File: src/rtl/ps2_pkg.sv
// Shared PS/2 definitions for the keyboard transmitter and receiver:
// transmitter state encoding, well-known command bytes, the device ACK byte
// and the frame parity helper.
package ps2_pkg;

    typedef enum logic [2:0] {
        TX_IDLE      = 3'd0,
        TX_INHIBIT   = 3'd1,
        TX_REQ       = 3'd2,
        TX_DATA      = 3'd3,
        TX_PARITY    = 3'd4,
        TX_STOP      = 3'd5,
        TX_WAIT_IDLE = 3'd6
    } ps2_tx_state_t;

    localparam logic [7:0] PS2_CMD_SET_LEDS = 8'hED;
    localparam logic [7:0] PS2_CMD_ENABLE   = 8'hF4;
    localparam logic [7:0] PS2_CMD_RESET    = 8'hFF;
    localparam logic [7:0] PS2_ACK          = 8'hFA;

    // Odd parity bit: makes the count of ones over data plus parity odd.
    function automatic logic ps2_odd_parity(input logic [7:0] data);
        return ~^data;
    endfunction

endpackage

File: src/rtl/ps2_line_sync.sv
// Two-flop synchronizers for the raw PS/2 clock and data pins plus a
// falling-edge detector on the synchronized clock. Shared with the receiver.
// Registers reset to 1 (idle bus level) so reset never fakes an edge.
module ps2_line_sync (
    input  logic clk_i,
    input  logic rst_i,
    input  logic ps_clk_i,
    input  logic ps_data_i,
    output logic clk_sync_o,
    output logic data_sync_o,
    output logic clk_fe_o
);

    logic clk_meta_q;
    logic clk_sync_q;
    logic clk_prev_q;
    logic data_meta_q;
    logic data_sync_q;

    // Resynchronize both pins and keep the previous synced clock for edge detection
    always_ff @(posedge clk_i) begin
        if (rst_i) begin
            clk_meta_q  <= 1'b1;
            clk_sync_q  <= 1'b1;
            clk_prev_q  <= 1'b1;
            data_meta_q <= 1'b1;
            data_sync_q <= 1'b1;
        end else begin
            clk_meta_q  <= ps_clk_i;
            clk_sync_q  <= clk_meta_q;
            clk_prev_q  <= clk_sync_q;
            data_meta_q <= ps_data_i;
            data_sync_q <= data_meta_q;
        end
    end

    assign clk_sync_o  = clk_sync_q;
    assign data_sync_o = data_sync_q;
    assign clk_fe_o    = clk_prev_q & ~clk_sync_q;

endmodule

File: src/rtl/ps2_host_tx.sv
// PS/2 host-to-device transmitter. Sends one command byte: inhibit the
// clock, request-to-send, then data/parity/stop clocked out on device
// falling edges, and finally checks the device ACK.
// Optional feature macro: PS2_TX_TIMEOUT_EN -- aborts with Error when the
// device stops clocking for TIMEOUT_CYCLES once the request has been made.
// All outputs are registered; they are computed from the next state.
module ps2_host_tx
    import ps2_pkg::*;
#(
    parameter int INHIBIT_CYCLES = 6000,
    parameter int TIMEOUT_CYCLES = 1_000_000
) (
    input  logic       Clk,
    input  logic       Reset,
    input  logic [7:0] TxData,
    input  logic       TxStart,
    output logic       Busy,
    output logic       Done,
    output logic       Error,
    output logic       RxInhibit,
    input  logic       psClkIn,
    input  logic       psDataIn,
    output logic       psClkOe,
    output logic       psDataOe
);

    // One counter serves the inhibit interval and, when enabled, the
    // edge timeout; it is sized for the larger of the two.
    localparam int CNT_MAX = (INHIBIT_CYCLES > TIMEOUT_CYCLES) ? INHIBIT_CYCLES : TIMEOUT_CYCLES;
    localparam int CNT_W   = $clog2(CNT_MAX + 1);

    localparam logic [CNT_W-1:0] CNT_ZERO     = CNT_W'(0);
    localparam logic [CNT_W-1:0] CNT_ONE      = CNT_W'(1);
    localparam logic [CNT_W-1:0] INHIBIT_LAST = CNT_W'(INHIBIT_CYCLES - 1);
`ifdef PS2_TX_TIMEOUT_EN
    localparam logic [CNT_W-1:0] TIMEOUT_LAST = CNT_W'(TIMEOUT_CYCLES - 1);
`endif

    ps2_tx_state_t    state_q, state_d;
    logic [CNT_W-1:0] cnt_q, cnt_d;
    logic [8:0]       shift_q, shift_d;     // {parity, data}; LSB is the bit on the line
    logic [3:0]       bitcnt_q, bitcnt_d;
    logic             clk_oe_q, clk_oe_d;
    logic             data_oe_q, data_oe_d;
    logic             busy_q, busy_d;
    logic             done_q, done_d;
    logic             error_q, error_d;

    logic clk_sync_s;
    logic data_sync_s;
    logic clk_fe_s;

    ps2_line_sync u_line_sync (
        .clk_i      (Clk),
        .rst_i      (Reset),
        .ps_clk_i   (psClkIn),
        .ps_data_i  (psDataIn),
        .clk_sync_o (clk_sync_s),
        .data_sync_o(data_sync_s),
        .clk_fe_o   (clk_fe_s)
    );

    // Next-state logic: frame sequencing, shift register and counters
    always_comb begin
        state_d  = state_q;
        cnt_d    = cnt_q;
        shift_d  = shift_q;
        bitcnt_d = bitcnt_q;
        done_d   = 1'b0;
        error_d  = 1'b0;

        case (state_q)
            TX_IDLE: begin
                if (TxStart) begin
                    shift_d  = {ps2_odd_parity(TxData), TxData};
                    cnt_d    = CNT_ZERO;
                    bitcnt_d = 4'd0;
                    state_d  = TX_INHIBIT;
                end else begin
                    state_d  = TX_IDLE;
                end
            end
            TX_INHIBIT: begin
                if (cnt_q == INHIBIT_LAST) begin
                    cnt_d   = CNT_ZERO;
                    state_d = TX_REQ;
                end else begin
                    cnt_d   = cnt_q + CNT_ONE;
                end
            end
            TX_REQ: begin
                // Start bit is on the line; first device edge asks for data bit 0.
                if (clk_fe_s) begin
                    bitcnt_d = 4'd1;
                    state_d  = TX_DATA;
                end else begin
                    state_d  = TX_REQ;
                end
            end
            TX_DATA: begin
                if (clk_fe_s) begin
                    shift_d  = {1'b0, shift_q[8:1]};
                    bitcnt_d = bitcnt_q + 4'd1;
                    if (bitcnt_q == 4'd8) begin
                        state_d = TX_PARITY;    // this edge put parity on the line
                    end else begin
                        state_d = TX_DATA;
                    end
                end else begin
                    state_d = TX_DATA;
                end
            end
            TX_PARITY: begin
                if (clk_fe_s) begin
                    state_d = TX_STOP;
                end else begin
                    state_d = TX_PARITY;
                end
            end
            TX_STOP: begin
                if (clk_fe_s) begin
                    if (!data_sync_s) begin
                        state_d = TX_WAIT_IDLE;
                    end else begin
                        error_d = 1'b1;
                        state_d = TX_IDLE;
                    end
                end else begin
                    state_d = TX_STOP;
                end
            end
            TX_WAIT_IDLE: begin
                if (clk_sync_s && data_sync_s) begin
                    done_d  = 1'b1;
                    state_d = TX_IDLE;
                end else begin
                    state_d = TX_WAIT_IDLE;
                end
            end
            default: begin
                state_d = TX_IDLE;
            end
        endcase

`ifdef PS2_TX_TIMEOUT_EN
        // Edge watchdog: any device falling edge restarts it; expiry wins
        // over a simultaneous Done so the two pulses stay exclusive.
        if (state_q inside {TX_REQ, TX_DATA, TX_PARITY, TX_STOP, TX_WAIT_IDLE}) begin
            if (clk_fe_s) begin
                cnt_d = CNT_ZERO;
            end else if (cnt_q == TIMEOUT_LAST) begin
                cnt_d   = CNT_ZERO;
                done_d  = 1'b0;
                error_d = 1'b1;
                state_d = TX_IDLE;
            end else begin
                cnt_d = cnt_q + CNT_ONE;
            end
        end else begin
            cnt_d = cnt_d;
        end
`endif
    end

    // Line drive and status derived from the next state so outputs are registered
    always_comb begin
        clk_oe_d  = 1'b0;
        data_oe_d = 1'b0;
        busy_d    = (state_d != TX_IDLE);

        case (state_d)
            TX_IDLE: begin
                clk_oe_d  = 1'b0;
                data_oe_d = 1'b0;
            end
            TX_INHIBIT: begin
                clk_oe_d  = 1'b1;
                data_oe_d = (cnt_d == INHIBIT_LAST);
            end
            TX_REQ: begin
                data_oe_d = 1'b1;
            end
            TX_DATA, TX_PARITY: begin
                data_oe_d = ~shift_d[0];
            end
            TX_STOP, TX_WAIT_IDLE: begin
                data_oe_d = 1'b0;
            end
            default: begin
                clk_oe_d  = 1'b0;
                data_oe_d = 1'b0;
            end
        endcase
    end

    // State and output registers with synchronous reset
    always_ff @(posedge Clk) begin
        if (Reset) begin
            state_q   <= TX_IDLE;
            cnt_q     <= CNT_ZERO;
            shift_q   <= 9'd0;
            bitcnt_q  <= 4'd0;
            clk_oe_q  <= 1'b0;
            data_oe_q <= 1'b0;
            busy_q    <= 1'b0;
            done_q    <= 1'b0;
            error_q   <= 1'b0;
        end else begin
            state_q   <= state_d;
            cnt_q     <= cnt_d;
            shift_q   <= shift_d;
            bitcnt_q  <= bitcnt_d;
            clk_oe_q  <= clk_oe_d;
            data_oe_q <= data_oe_d;
            busy_q    <= busy_d;
            done_q    <= done_d;
            error_q   <= error_d;
        end
    end

    assign Busy      = busy_q;
    assign RxInhibit = busy_q;
    assign Done      = done_q;
    assign Error     = error_q;
    assign psClkOe   = clk_oe_q;
    assign psDataOe  = data_oe_q;

endmodule

File: config.mk
export PLATFORM = sky130hd
export DESIGN_NAME = ps2_host_tx
export DESIGN_NICKNAME = d
export VERILOG_FILES = /design/src/rtl/ps2_pkg.sv /design/src/rtl/ps2_line_sync.sv /design/src/rtl/ps2_host_tx.sv
export SDC_FILE = /design/constraint.sdc
export NUM_CORES = 1
export LEC_CHECK = 0
export CORE_MARGIN = 10
export CORE_UTILIZATION = 60
export CTS_BUF_LIST = sky130_fd_sc_hd__clkbuf_16
export CTS_CLUSTER_DIAMETER = 120
export DETAILED_ROUTE_END_ITERATION = 8
export GPL_ROUTABILITY_DRIVEN = 0
export GPL_TIMING_DRIVEN = 0
export PLACE_DENSITY = 0.87
export SYNTH_ARGS = -nofsm -noshare
export SYNTH_HDL_FRONTEND = slang
export SYNTH_HIERARCHICAL = 1
export SYNTH_SLANG_ARGS = --single-unit
File: constraint.sdc
create_clock -name Clk -period 6.2 [get_ports Clk]
set_input_delay 1.86 -clock Clk [delete_from_list [all_inputs] [get_ports Clk]]
set_output_delay 1.86 -clock Clk [all_outputs]
set_load 0.005 [all_outputs]
## After elaboration in Yosys (flattened, before gate mapping)

Index checks and enable logic that the tools add are counted.

| storage, ports and cells | value |
|---|---|
| flip-flop bits (word level) | 46 |
| bits of input ports | 13 |
| output and inout port bits | 6 |
| word-level logic and storage cells | 74 |

| cells by class | value |
|---|---|
| add/sub/neg operators | 2 |
| eq/ne operators | 16 |
| mux-type cells | 24 |
| bitwise logic cells | 6 |
| reduce and logical (&&, ||, !) cells | 11 |

Operator list:

| cell | count |
|---|---|
| $eq A20 B13 Y1 const B | 2 |
| $mux W20 | 2 |
| $pmux W20 S2 | 1 |
| $pmux W3 S7 | 1 |
| $add A20 B1 Y20 const B | 1 |
| $mux W3 | 6 |
| $mux W9 | 2 |
| $pmux W9 S2 | 1 |
| $eq A3 B2 Y1 const B | 4 |
| $eq A3 B3 Y1 const B | 4 |
| $mux W4 | 3 |
| $pmux W4 S3 | 1 |
| $reduce_xnor A8 Y1 | 1 |
| $eq A3 B1 Y1 const B | 2 |
| $mux W1 | 6 |
| $ne A2 B2 Y1 const B | 3 |
| $reduce_bool A3 Y1 | 2 |
| $not A1 Y1 | 5 |
| $add A4 B1 Y4 const B | 1 |
| $eq A4 B4 Y1 const B | 1 |
| $reduce_and A4 Y1 | 1 |
| $reduce_or A2 Y1 | 2 |
| $logic_not A3 Y1 | 1 |
| $pmux W1 S3 | 1 |
| 5 further kinds | 5 |

## Depth between registers and ports, before layout

| depth | value |
|---|---|
| word-level depth | 7 |
| mapped depth | 10 |
| depth with buffers taken out | 9 |

## Cells and area by module

Netlist, hierarchy kept.

Modules (own cells, without submodules):

| module | instances | cells an instance | area each (µm²) |
|---|---|---|---|
| ps2_host_tx | 1 | 322 | 2,601.2 |
| ps2_line_sync | 1 | 11 | 137.6 |

## Worst setup path after synthesis

No wires, ideal clock.

| path | value |
|---|---|
| path type | input port to flip-flop |
| start | input TxStart |
| end | register data_oe_q, in the netlist psDataOe |
| setup time | 84 ps |
| data arrival time | 3,468 ps |
| slack | 2,648 ps |
| stages | 8 |
| path buffers | 1 |
| cells stage by stage | nor4b_1 -> buf_4 -> nor2_4 -> a21oi_4 -> or4b_1 -> a211o_1 -> a21o_1 -> o31ai_2 |

| between the ends | value |
|---|---|
| cells in the longest elaborated chain, start to end | 5 |
| elaborated cells on any way between the ends | 14 |

Ends and longest elaborated chain:

| element | line | RTL |
|---|---|---|
| start, declared | ps2_host_tx.sv:16 | `input logic TxStart,` |
| $mux W1 | ps2_host_tx.sv:74 | `if (TxStart) begin` |
| $pmux W3 S7 | ps2_host_tx.sv:72 | `case (state_q)` |
| $eq A3 B2 Y1 / $eq A3 B3 Y1 (equally long branches) | ps2_host_tx.sv:171 | `case (state_d)` |
| $reduce_or A2 Y1 | ps2_host_tx.sv:171 |  |
| $pmux W1 S3 * | ps2_host_tx.sv:171 |  |
| end signal, assigned | ps2_host_tx.sv:214 | `data_oe_q <= data_oe_d;` |
| end, declared | ps2_host_tx.sv:44 | `logic data_oe_q, data_oe_d;` |

Every way passes the cells marked *; elsewhere a longest branch is shown, timed or not. The select of a mux whose other input is x is not followed.
A chain may end at the register's enable or synchronous reset.

## Worst setup path after layout

Same ends and word-level chain as after synthesis.

==> run_results.csv <==
group,metric,value,unit
layout,layout_common_cells,"46 x dfxtp_1, 33 x nor2_1, 30 x a21oi_1",
placed_design,hpwl,5020,um
clock_network,cts_buffers,5,
timing,relSlewSlack,50.6,%
timing,fin_crit,4.19,ns
yosys,synth_edf_count,0,
hold_path,hp-start,"u_line_sync/data_meta_q",
clock_network,cts-root-buf,"clkbuf_16",
clock_network,cts.path.max_buffers,2,
clock_network,htreeDepth,2,
power,p_leak,1.09,nW
timing,clock_skew,0.00497,ns
timing,final-hold-violation-count,0,
clock_network,cts_setup_buffers,0,
yosys,synthArstFlopShare,0,%
layout,drive_gt1_share,10.3,%
worst_setup_path,required,6.39,ns
hold_path,hold_end,"u_line_sync/data_sync_o",
floorplan,fp-row-count,24,
yosys,synthesis.nets,349,
drt,detail_route.wl_per_cell,17.1,um
grt,track_usage,18.6,%
power,cellPowerDensity,217,nW/um2
worst_setup_path,start_kind,"input pin",
timing,worst_pin_slew,0.734,ns
floorplan,die_w,87.6,um
drt,first_pass_iters,5,
drt,vias,2685,
layout,nets,374,
worst_setup_path,r2r_cells,9,
worst_setup_path,r2r_start,"cnt_q[0]",
worst_setup_path,path_buf_inv,2,
timing,slew_viol_final,0,
timing,finalSetupViolations,0,
layout,diodes,0,
drt,avgViaCountPerCell,6.55,
run_status,status,"finished, final reports clean",
clock_network,path_clk_slew,0.06,ns
worst_setup_path,path_delay_family,"compound AO/OA/AOI/OAI gates",
timing,holdWs,0.412,ns
timing,rsz0062_at_grt,"no",
power,total_power,0.682,mW
yosys,syn_inst,333,
worst_setup_path,worst-path-stages,7,
grt,grt_pass1_vias,2525,
yosys,netlist_area,2740,um2
placed_design,numPortBuffers,18,
floorplan,dieHeight,87.6,um
layout,final.fill_count,346,
flow_run,maxCapViolCount,0,
hold_path,hp-class,"reg2reg",
layout,syn2layout_area_growth,14.8,%
worst_setup_path,slowest_delay,0.47,ns
yosys,syn-mean-instance-area,8.22,um2
grt,antenna_found_initial,0,
timing,period_share,67.6,%
drt,drcViolationCount,0,
yosys,synth_seq_area_share,33.6,%
hold_path,whs_path_depth,1,
floorplan,initial_utilization,62.5,%
worst_setup_path,cpMaxStageDelayCell,"clkdlybuf4s50_1",
worst_setup_path,regToRegSetupSlack,3.33,ns
power,irDropWorstVdd,0.118,mV
grt,grt_start_max_net_pins,14,
worst_setup_path,path_class,"in2reg",
layout,layout_commonest_cell,"dfxtp_1",
yosys,ys_ff_latch,46,
clock_network,postCtsResizedCells,0,
worst_setup_path,end_kind,"flip-flop",
yosys,ys.flop_type,"dfxtp_1",
clock_network,cts.sinks,46,
floorplan,dieArea,7670,um2
floorplan,ios,19,
timing,finalSetupTns,0,ns
worst_setup_path,path_cells,"clkdlybuf4s50_1, o21ai_0, clkbuf_1, nand3b_1, a221oi_1, o2111ai_1, o31ai_2",
worst_setup_path,worstPathMaxFanout,10,
drt,drtAntennaViolNets,0,
grt,grt-ovfl-total,0,
worst_setup_path,arrival,4.38,ns
drt,drt-total-wl,7030,um
yosys,synth.distinct_cells,60,
drt,drt_iter0_markers,232,
clock_network,cts_tree,"yes",
timing,timing.fmax,0.239,GHz
grt,grt_pass1_wl,11800,um
worst_setup_path,regToRegEndpoint,"psDataOe",
clock_network,hold_buffers,0,
yosys,ys.warnings.count,6,
clock_network,clk_latency,0.28,ns
floorplan,core_region_area,4380,um2
==> how the worst max path moves through the flow <==
stage	startpoint	to	slack, ns
after global routing	TxStart	psDataOe	2.04
after global placement	TxStart	psDataOe	1.86
after CTS	TxStart	psDataOe	2.12
final	TxStart	psDataOe	2.01
after detailed placement	TxStart	psDataOe	1.86
after floorplan	TxStart	psDataOe	2.65
==> flip-flops by register name (all words and copies together), names as in the netlist, 3 cells and up <==
register and cells:
bitcnt_q 4, cnt_q 20, shift_q 9, state_q 3
==> worst reg2reg max path, delay by kind of cell (launching register included) <==
family | cells | cell delay [ns]
adder cells (fa/ha/maj) | 1 | 0.29
buffers and inverters | 1 | 0.27
AND/OR/NAND/NOR | 3 | 0.66
XOR/XNOR | 1 | 0.16
flip-flops | 1 | 0.41
AO/OA/AOI/OAI | 3 | 0.99
==> cell type report <==
| class | instances | area (um2) | share of cell area (%) |
|---|---|---|---|
| Sequential cell | 46 | 921 | 29.3 |
| Clock inverter | 2 | 33.8 | 1.07 |
| Clock buffer | 5 | 125 | 3.98 |
| Buffer | 26 | 154 | 4.90 |
| Timing Repair Buffer | 18 | 180 | 5.73 |
| Tap cell | 52 | 65.1 | 2.07 |
| Multi-Input combinational cell | 255 | 1640 | 52.2 |
| Inverter | 6 | 22.5 | 0.717 |
==> cells by family (layout without fill, tap and decap cells) <==
| group | Yosys count | after routing | share of synthesized area, % |
|---|---|---|---|
| compound gates | 97 | 97 | 23.9 |
| xor+xnor | 16 | 16 | 5.12 |
| fa+ha+maj | 3 | 3 | 1.37 |
| buf+inv | 32 | 57 | 6.44 |
| flops | 46 | 46 | 33.6 |
| mux | 3 | 3 | 1.10 |
| simple gates | 136 | 136 | 28.4 |
==> per-stage QoR <==
stage | worst slack, ns | utilization (%) | area, um2 | instances
floorplan | 2.65 | - | 2740 | 333
global placement | 1.86 | 68.1 | 2980 | 403
CTS | 2.12 | 71.7 | 3140 | 410
detailed placement | 1.86 | 68.1 | 2980 | 403
finish | 2.01 | 71.7 | 3140 | 410
global route | 2.04 | 71.7 | 3140 | 410
==> where the power goes <==
group          internal (mW)  leakage [nW]  total (mW)  switching [mW]
logic                 0.0372         0.636      0.0852          0.0480
clock network          0.186        0.0773       0.289           0.103
registers              0.304         0.374       0.308         0.00453
==> routing by layer <==
layer	global-route usage, %	up-vias	wire, um
li1	-	1278	-
met4	7.83	0	220
met2	33.1	127	3510
met5	0	-	0
met1	21.2	1257	2740
met3	3.44	23	559
==> Yosys cell counts (2+ instances only) <==
master / instances / area (um2)
mux2i_1: 3 / 30.0
nor2b_1: 3 / 18.8
clkbuf_1: 10 / 37.5
o21a_1: 3 / 22.5
a21o_1: 3 / 22.5
a311oi_1: 6 / 52.6
nor2_1: 33 / 124
a211o_1: 2 / 17.5
a22o_1: 2 / 17.5
buf_6: 5 / 56.3
nand4_1: 5 / 31.3
a21oi_1: 30 / 150
xor2_1: 3 / 26.3
or4b_1: 2 / 20.0
o21ai_0: 14 / 70.1
and4_1: 3 / 26.3
xnor2_1: 13 / 114
nand4b_1: 3 / 26.3
a211oi_1: 3 / 22.5
and3_1: 7 / 43.8
nor4_1: 7 / 43.8
or2_1: 5 / 31.3
buf_4: 2 / 15.0
ha_1: 3 / 37.5
o2111ai_1: 2 / 17.5
nor3_1: 9 / 45.0
or3_1: 2 / 12.5
a31oi_1: 6 / 37.5
nor3b_1: 3 / 22.5
buf_2: 9 / 45.0
dfxtp_1: 46 / 921
a41oi_1: 2 / 17.5
and2_1: 3 / 18.8
a22oi_1: 11 / 82.6
inv_1: 6 / 22.5
nand3b_1: 5 / 37.5
nand3_1: 10 / 50.1
nand2_1: 27 / 101
(Power assumes the default switching activity.)
